**config.mk**
```make
export PLATFORM = sky130hd
export DESIGN_NAME = rx_payload_deframer_bluetooth
export DESIGN_NICKNAME = d
export VERILOG_FILES = /design/src/rtl/rx_payload_deframer_bluetooth.sv
export SDC_FILE = /design/constraint.sdc
export NUM_CORES = 1
export LEC_CHECK = 0
export BUFFER_PORTS_ARGS = -buffer_cell sky130_fd_sc_hd__clkbuf_2
export CAP_MARGIN = 10
export CORE_ASPECT_RATIO = 1.2
export CORE_MARGIN = 1
export CORE_UTILIZATION = 55
export CTS_BUF_LIST = sky130_fd_sc_hd__clkbuf_4 sky130_fd_sc_hd__clkbuf_8
export DETAILED_ROUTE_END_ITERATION = 8
export GPL_ROUTABILITY_DRIVEN = 0
export GPL_TIMING_DRIVEN = 1
export PLACE_DENSITY = 0.81
export SLEW_MARGIN = 20
export SYNTH_ARGS = -nofsm -noshare
export SYNTH_HDL_FRONTEND = slang
export SYNTH_SLANG_ARGS = --single-unit
```
**constraint.sdc**
```tcl
create_clock -name clk -period 4.6 [get_ports clk]
set_input_delay 0.92 -clock clk [delete_from_list [all_inputs] [get_ports clk]]
set_output_delay 0.92 -clock clk [all_outputs]
set_load 0.05 [all_outputs]
```
**src/rtl/rx_payload_deframer_bluetooth.sv**
```systemverilog
// rx_payload_deframer_bluetooth
// Sits between the BLE dewhitener and the serial CRC-16 checker. After a
// header is decoded it counts out payload_len bytes of serial bits, feeds them
// to the checker, packs them LSB-first into bytes for the link layer, then
// compares the 16 received CRC bits with the checker's frozen remainder.
//
// Ports:
//   clk, reset        clock, asynchronous active-low reset
//   start             header decoded, payload follows (one-cycle pulse)
//   payload_len       payload length in bytes, sampled on start
//   abort             synchronous abort, highest priority
//   bit_in, bit_valid serial bit stream and its qualifier
//   crc_reg_in        remainder from the CRC checker
//   crc_data_out, crc_valid_out, crc_clear_out   CRC checker drive
//   byte_out, byte_valid                         assembled payload bytes
//   busy, done, crc_ok, crc_err                  frame status
//
// state   | meaning
// IDLE    | waiting for start
// CLR     | one-cycle checker reseed, incoming bits dropped
// PAYLOAD | payload bits fed to checker and packed into bytes
// CRC     | received CRC bits compared against frozen remainder
// DONE    | frame finished, result held; behaves as IDLE

module rx_payload_deframer_bluetooth #(
    parameter int LEN_W   = 8,
    parameter int CRC_LEN = 16
) (
    input  logic               clk,
    input  logic               reset,
    input  logic               start,
    input  logic [LEN_W-1:0]   payload_len,
    input  logic               abort,
    input  logic               bit_in,
    input  logic               bit_valid,
    input  logic [CRC_LEN-1:0] crc_reg_in,
    output logic               crc_data_out,
    output logic               crc_valid_out,
    output logic               crc_clear_out,
    output logic [7:0]         byte_out,
    output logic               byte_valid,
    output logic               busy,
    output logic               done,
    output logic               crc_ok,
    output logic               crc_err
);

    localparam int CNT_W = $clog2(CRC_LEN);
    localparam int BIT_W = LEN_W + 3;

    localparam logic [2:0] IDLE    = 3'd0;
    localparam logic [2:0] CLR     = 3'd1;
    localparam logic [2:0] PAYLOAD = 3'd2;
    localparam logic [2:0] CRC     = 3'd3;
    localparam logic [2:0] DONE    = 3'd4;

    logic [2:0]       state;
    logic [LEN_W-1:0] len_reg;
    logic [BIT_W-1:0] bit_cnt;
    logic [BIT_W-1:0] bit_cnt_next;
    logic [7:0]       shreg;
    logic [7:0]       shreg_next;
    logic [CNT_W-1:0] crc_cnt;
    logic [CNT_W-1:0] crc_idx;
    logic             mismatch;
    logic             mismatch_next;
    logic             start_eff;

    // abort outranks start; a start also steals any bit arriving with it
    assign start_eff     = start & ~abort;

    assign crc_data_out  = (state == PAYLOAD) & bit_in;
    assign crc_valid_out = (state == PAYLOAD) & bit_valid & ~start & ~abort;
    // clear spans the start cycle and CLR so a checker still generating reseeds
    assign crc_clear_out = start_eff | (state == CLR);
    assign busy          = (state == CLR) | (state == PAYLOAD) | (state == CRC);

    // new bit enters at the MSB; after 8 shifts the first bit sits in bit 0
    assign shreg_next    = {bit_in, shreg[7:1]};
    assign bit_cnt_next  = bit_cnt + BIT_W'(1);

    // received CRC bits arrive MSB-first relative to the remainder
    assign crc_idx       = CNT_W'(CRC_LEN - 1) - crc_cnt;
    assign mismatch_next = mismatch | (bit_in ^ crc_reg_in[crc_idx]);

    always_ff @(posedge clk or negedge reset) begin
        if (!reset) begin
            state      <= IDLE;
            len_reg    <= '0;
            bit_cnt    <= '0;
            shreg      <= '0;
            crc_cnt    <= '0;
            mismatch   <= 1'b0;
            byte_out   <= '0;
            byte_valid <= 1'b0;
            done       <= 1'b0;
            crc_ok     <= 1'b0;
            crc_err    <= 1'b0;
        end else begin
            byte_valid <= 1'b0;
            done       <= 1'b0;
            if (abort) begin
                state    <= IDLE;
                crc_ok   <= 1'b0;
                crc_err  <= 1'b0;
                bit_cnt  <= '0;
                shreg    <= '0;
                crc_cnt  <= '0;
                mismatch <= 1'b0;
            end else if (start) begin
                state    <= CLR;
                len_reg  <= payload_len;
                crc_ok   <= 1'b0;
                crc_err  <= 1'b0;
                bit_cnt  <= '0;
                shreg    <= '0;
                crc_cnt  <= '0;
                mismatch <= 1'b0;
            end else begin
                case (state)
                    CLR: begin
                        state <= (len_reg == '0) ? CRC : PAYLOAD;
                    end
                    PAYLOAD: begin
                        if (bit_valid) begin
                            shreg   <= shreg_next;
                            bit_cnt <= bit_cnt_next;
                            if (bit_cnt[2:0] == 3'd7) begin
                                byte_out   <= shreg_next;
                                byte_valid <= 1'b1;
                            end
                            if (bit_cnt_next == {len_reg, 3'b000}) begin
                                state <= CRC;
                            end
                        end
                    end
                    CRC: begin
                        if (bit_valid) begin
                            mismatch <= mismatch_next;
                            crc_cnt  <= crc_cnt + CNT_W'(1);
                            if (crc_cnt == CNT_W'(CRC_LEN - 1)) begin
                                state   <= DONE;
                                done    <= 1'b1;
                                crc_ok  <= ~mismatch_next;
                                crc_err <= mismatch_next;
                            end
                        end
                    end
                    default: ;
                endcase
            end
        end
    end

endmodule

```
==> impl_metrics.env <==
export IMPL_status="finished clean"
export IMPL_stdcell_count=322
export IMPL_crit_path_max_fanout=14
export IMPL_hold_path_class="reg2reg"
export IMPL_viasPerCell=5.60
export IMPL_antenna_found_initial=0
export IMPL_die_y_um=73.4
export IMPL_finalCritPeriodShare_pct=65.2
export IMPL_fmaxAchievable_mhz=333
export IMPL_core_area_um2=4000
export IMPL_synth_net_count=258
export IMPL_cts_hold_fix_buffers=0
export IMPL_skew_ns=0.00646
export IMPL_dp_cells=314
export IMPL_ys_seq_area_share_pct=49.3
export IMPL_dp_hpwl_mm=3.29
export IMPL_reg2reg_to="bit_cnt[9]"
export IMPL_final_layout_size_suffix_gt1_share_pct=26.9
export IMPL_layout_min_cycle_time_ns=3.00
export IMPL_die_w_um=61.5
export IMPL_maxCapViolations=0
export IMPL_endpoint="crc_valid_out"
export IMPL_die_area_um2=4520
export IMPL_fin_setup_tns_ns=0
export IMPL_area_growth_pct=16.5
export IMPL_crit_arrival_ns=2.08
export IMPL_synthesis_instances=225
export IMPL_tightest_slew_ns=0.772
export IMPL_startpoint="state[2]"
export IMPL_worstSetupStartpointType="flop"
export IMPL_insertion_delay_ns=0.30
export IMPL_rows=25
export IMPL_cts_tree="built"
export IMPL_wirelength_mm=4.55
export IMPL_powerDensity_nw_per_um2=317
export IMPL_largest_register_ffs=11
export IMPL_fin_nets=300
export IMPL_grt_start_max_net_pins=47
export IMPL_syn_area_um2=2340
export IMPL_drc_errors=0
export IMPL_num_vias=1803
export IMPL_critPathMaxStageDelay_ns=0.45
export IMPL_rsz0062_at_grt="false"
export IMPL_overflow=0
export IMPL_clock_path_buffers=2
export IMPL_final_common_cell="dfrtp_1"
export IMPL_ys_seq_elements=46
export IMPL_path_clk_slew_ns=0.08
export IMPL_relSlewSlack_pct=48.4
export IMPL_portBuffers=45
export IMPL_required_ns=3.68
export IMPL_power_w=0.000863
export IMPL_rrSetupSlack_ns=2.18
export IMPL_syn_area_per_cell_um2=10.4
export IMPL_layout_common_cells="46 x dfrtp_1, 44 x clkbuf_2, 32 x nand2_1"
export IMPL_cts_sinks=46
export IMPL_grt_usage_pct=22.7
export IMPL_hold_viol=0
export IMPL_leakagePower_nw=1.24
export IMPL_cts_buffers=5
export IMPL_maxSlewViolCount=0
export IMPL_grt_pass1_wl_mm=7.60
export IMPL_peakVddDrop_mv=0.247
export IMPL_avgRoutedWirePerCell_um=14.1
export IMPL_post_cts_resized=0
export IMPL_r2r_start="state[2]"
export IMPL_worstSetupEndpointType="output port"
export IMPL_synth_cell_types=41
export IMPL_final_setup_viol_count=0
export IMPL_path_cells="nor3_1 > nand2_1 > nor2_1 > clkbuf_2"
export IMPL_grt_pass1_vias=1757
export IMPL_crit_slowest_cell="dfrtp_1"
export IMPL_postCtsSetupRepairBufs=0
export IMPL_htreeDepth=2
export IMPL_clockRootBuffer="clkbuf_8"
export IMPL_crit_type="reg2out"
export IMPL_io_pins=46
export IMPL_antenna_left=0
export IMPL_reg2reg_depth=5
export IMPL_drt_pre_antenna_iters=6
export IMPL_drtIter0Drc=79
export IMPL_start_util_pct=58.4
export IMPL_ys_warn_count=0
export IMPL_n_antenna_cell=0
==> report_power, final <==
| part | switching, W | internal (W) | leakage [nW] |
|---|---|---|---|
| registers | 0.0000127 | 0.000415 | 0.624 |
| logic | 0.0000447 | 0.0000360 | 0.543 |
| clock network | 0.000137 | 0.000217 | 0.0683 |
| total | 0.000195 | 0.000669 | 1.24 |
==> final cells by class <==
class                   count  area (um^2)
fillers                   352         1280
flip-flops and latches     46         1150
multi-input cells         163         1120
repair buffers             45          228
clock buffers               5         68.8
clock inverters             3         68.8
well taps                  54         67.6
inverters                   6         22.5
==> Yosys cell counts <==
| library cell | n | share of area, % |
|---|---|---|
| and2_1 | 2 | 0.54 |
| nand4_1 | 3 | 0.80 |
| buf_6 | 1 | 0.48 |
| or4b_1 | 1 | 0.43 |
| a211oi_1 | 2 | 0.64 |
| nand3_1 | 6 | 1.3 |
| mux4_1 | 3 | 3.4 |
| o21a_1 | 1 | 0.32 |
| xnor2_1 | 7 | 2.6 |
| mux4_2 | 2 | 1.9 |
| nor2_2 | 1 | 0.27 |
| inv_1 | 6 | 0.96 |
| a22o_1 | 1 | 0.37 |
| ha_1 | 3 | 1.6 |
| nor2_1 | 18 | 2.9 |
| nand2b_1 | 1 | 0.27 |
| o2111ai_1 | 2 | 0.75 |
| o21ai_0 | 8 | 1.7 |
| nor2b_1 | 3 | 0.80 |
| dfrtp_1 | 46 | 49 |
| and2_0 | 1 | 0.27 |
| nand2_1 | 32 | 5.1 |
| a2111oi_0 | 2 | 0.75 |
| and4_1 | 1 | 0.37 |
| mux2i_1 | 1 | 0.43 |
| and3_1 | 1 | 0.27 |
| or2_2 | 1 | 0.27 |
| o211ai_1 | 1 | 0.32 |
| and2b_1 | 1 | 0.32 |
| mux2_2 | 15 | 7.2 |
| o31ai_1 | 1 | 0.32 |
| a31oi_1 | 2 | 0.54 |
| clkbuf_1 | 8 | 1.3 |
| or3_1 | 4 | 1.1 |
| nor4_1 | 2 | 0.54 |
| a21oi_1 | 15 | 3.2 |
| nor3b_1 | 2 | 0.64 |
| xor2_1 | 11 | 4.1 |
| buf_2 | 1 | 0.21 |
| nor3_1 | 5 | 1.1 |
| a21o_1 | 1 | 0.32 |
==> stage by stage <==
step | worst slack (ns) | hold slack [ns] | utilization, % | area [um^2]
global route | 1.37 | 0.541 | 68.0 | 2720
detailed placement | 1.60 | 0.488 | 64.5 | 2580
global placement | 1.64 | 0.481 | 64.5 | 2580
floorplan | 1.61 | 0.481 | - | 2340
finish | 1.60 | 0.508 | 68.0 | 2720
CTS | 1.60 | 0.512 | 68.0 | 2720
==> worst max-delay path: cells and delay by family, from the launching register on <==
kind                   cells  cell delay, ns
buffers and inverters      1            0.31
and+or+nand+nor            3            1.01
DFF                        1            0.45
==> kinds of logic after synthesis <==
logic type / Yosys count / share of synthesized area, %
muxes: 21 / 13.0
AOI/OAI and AO/OA: 36 / 9.26
and+or+nand+nor: 85 / 17.2
adders and majority gates: 3 / 1.61
buffers and inverters: 16 / 2.94
DFF: 46 / 49.3
xor gates and xnor gates: 18 / 6.75
==> worst min-delay path by stage <==
stage	from	end	slack (ns)	cells after the start
floorplan	shreg[1]	byte_out[0]	0.48	1
global route	byte_out[1]	byte_out[1]	0.54	1
CTS	byte_out[4]	byte_out[4]	0.51	1
finish	byte_out[6]	byte_out[6]	0.51	1
detailed placement	crc_err	crc_err	0.49	2
global placement	crc_err	crc_err	0.48	2
==> per-layer routing <==
layer  wire length [um]  track usage (%)  vias to the layer above
met4                 74             7.41                        0
met3                214             6.51                        7
li1                   -                -                      871
met2               2340             38.8                       45
met1               1920             27.0                      880
met5                  0                0                        -
No activity file was read; power rests on OpenSTA's default activity.
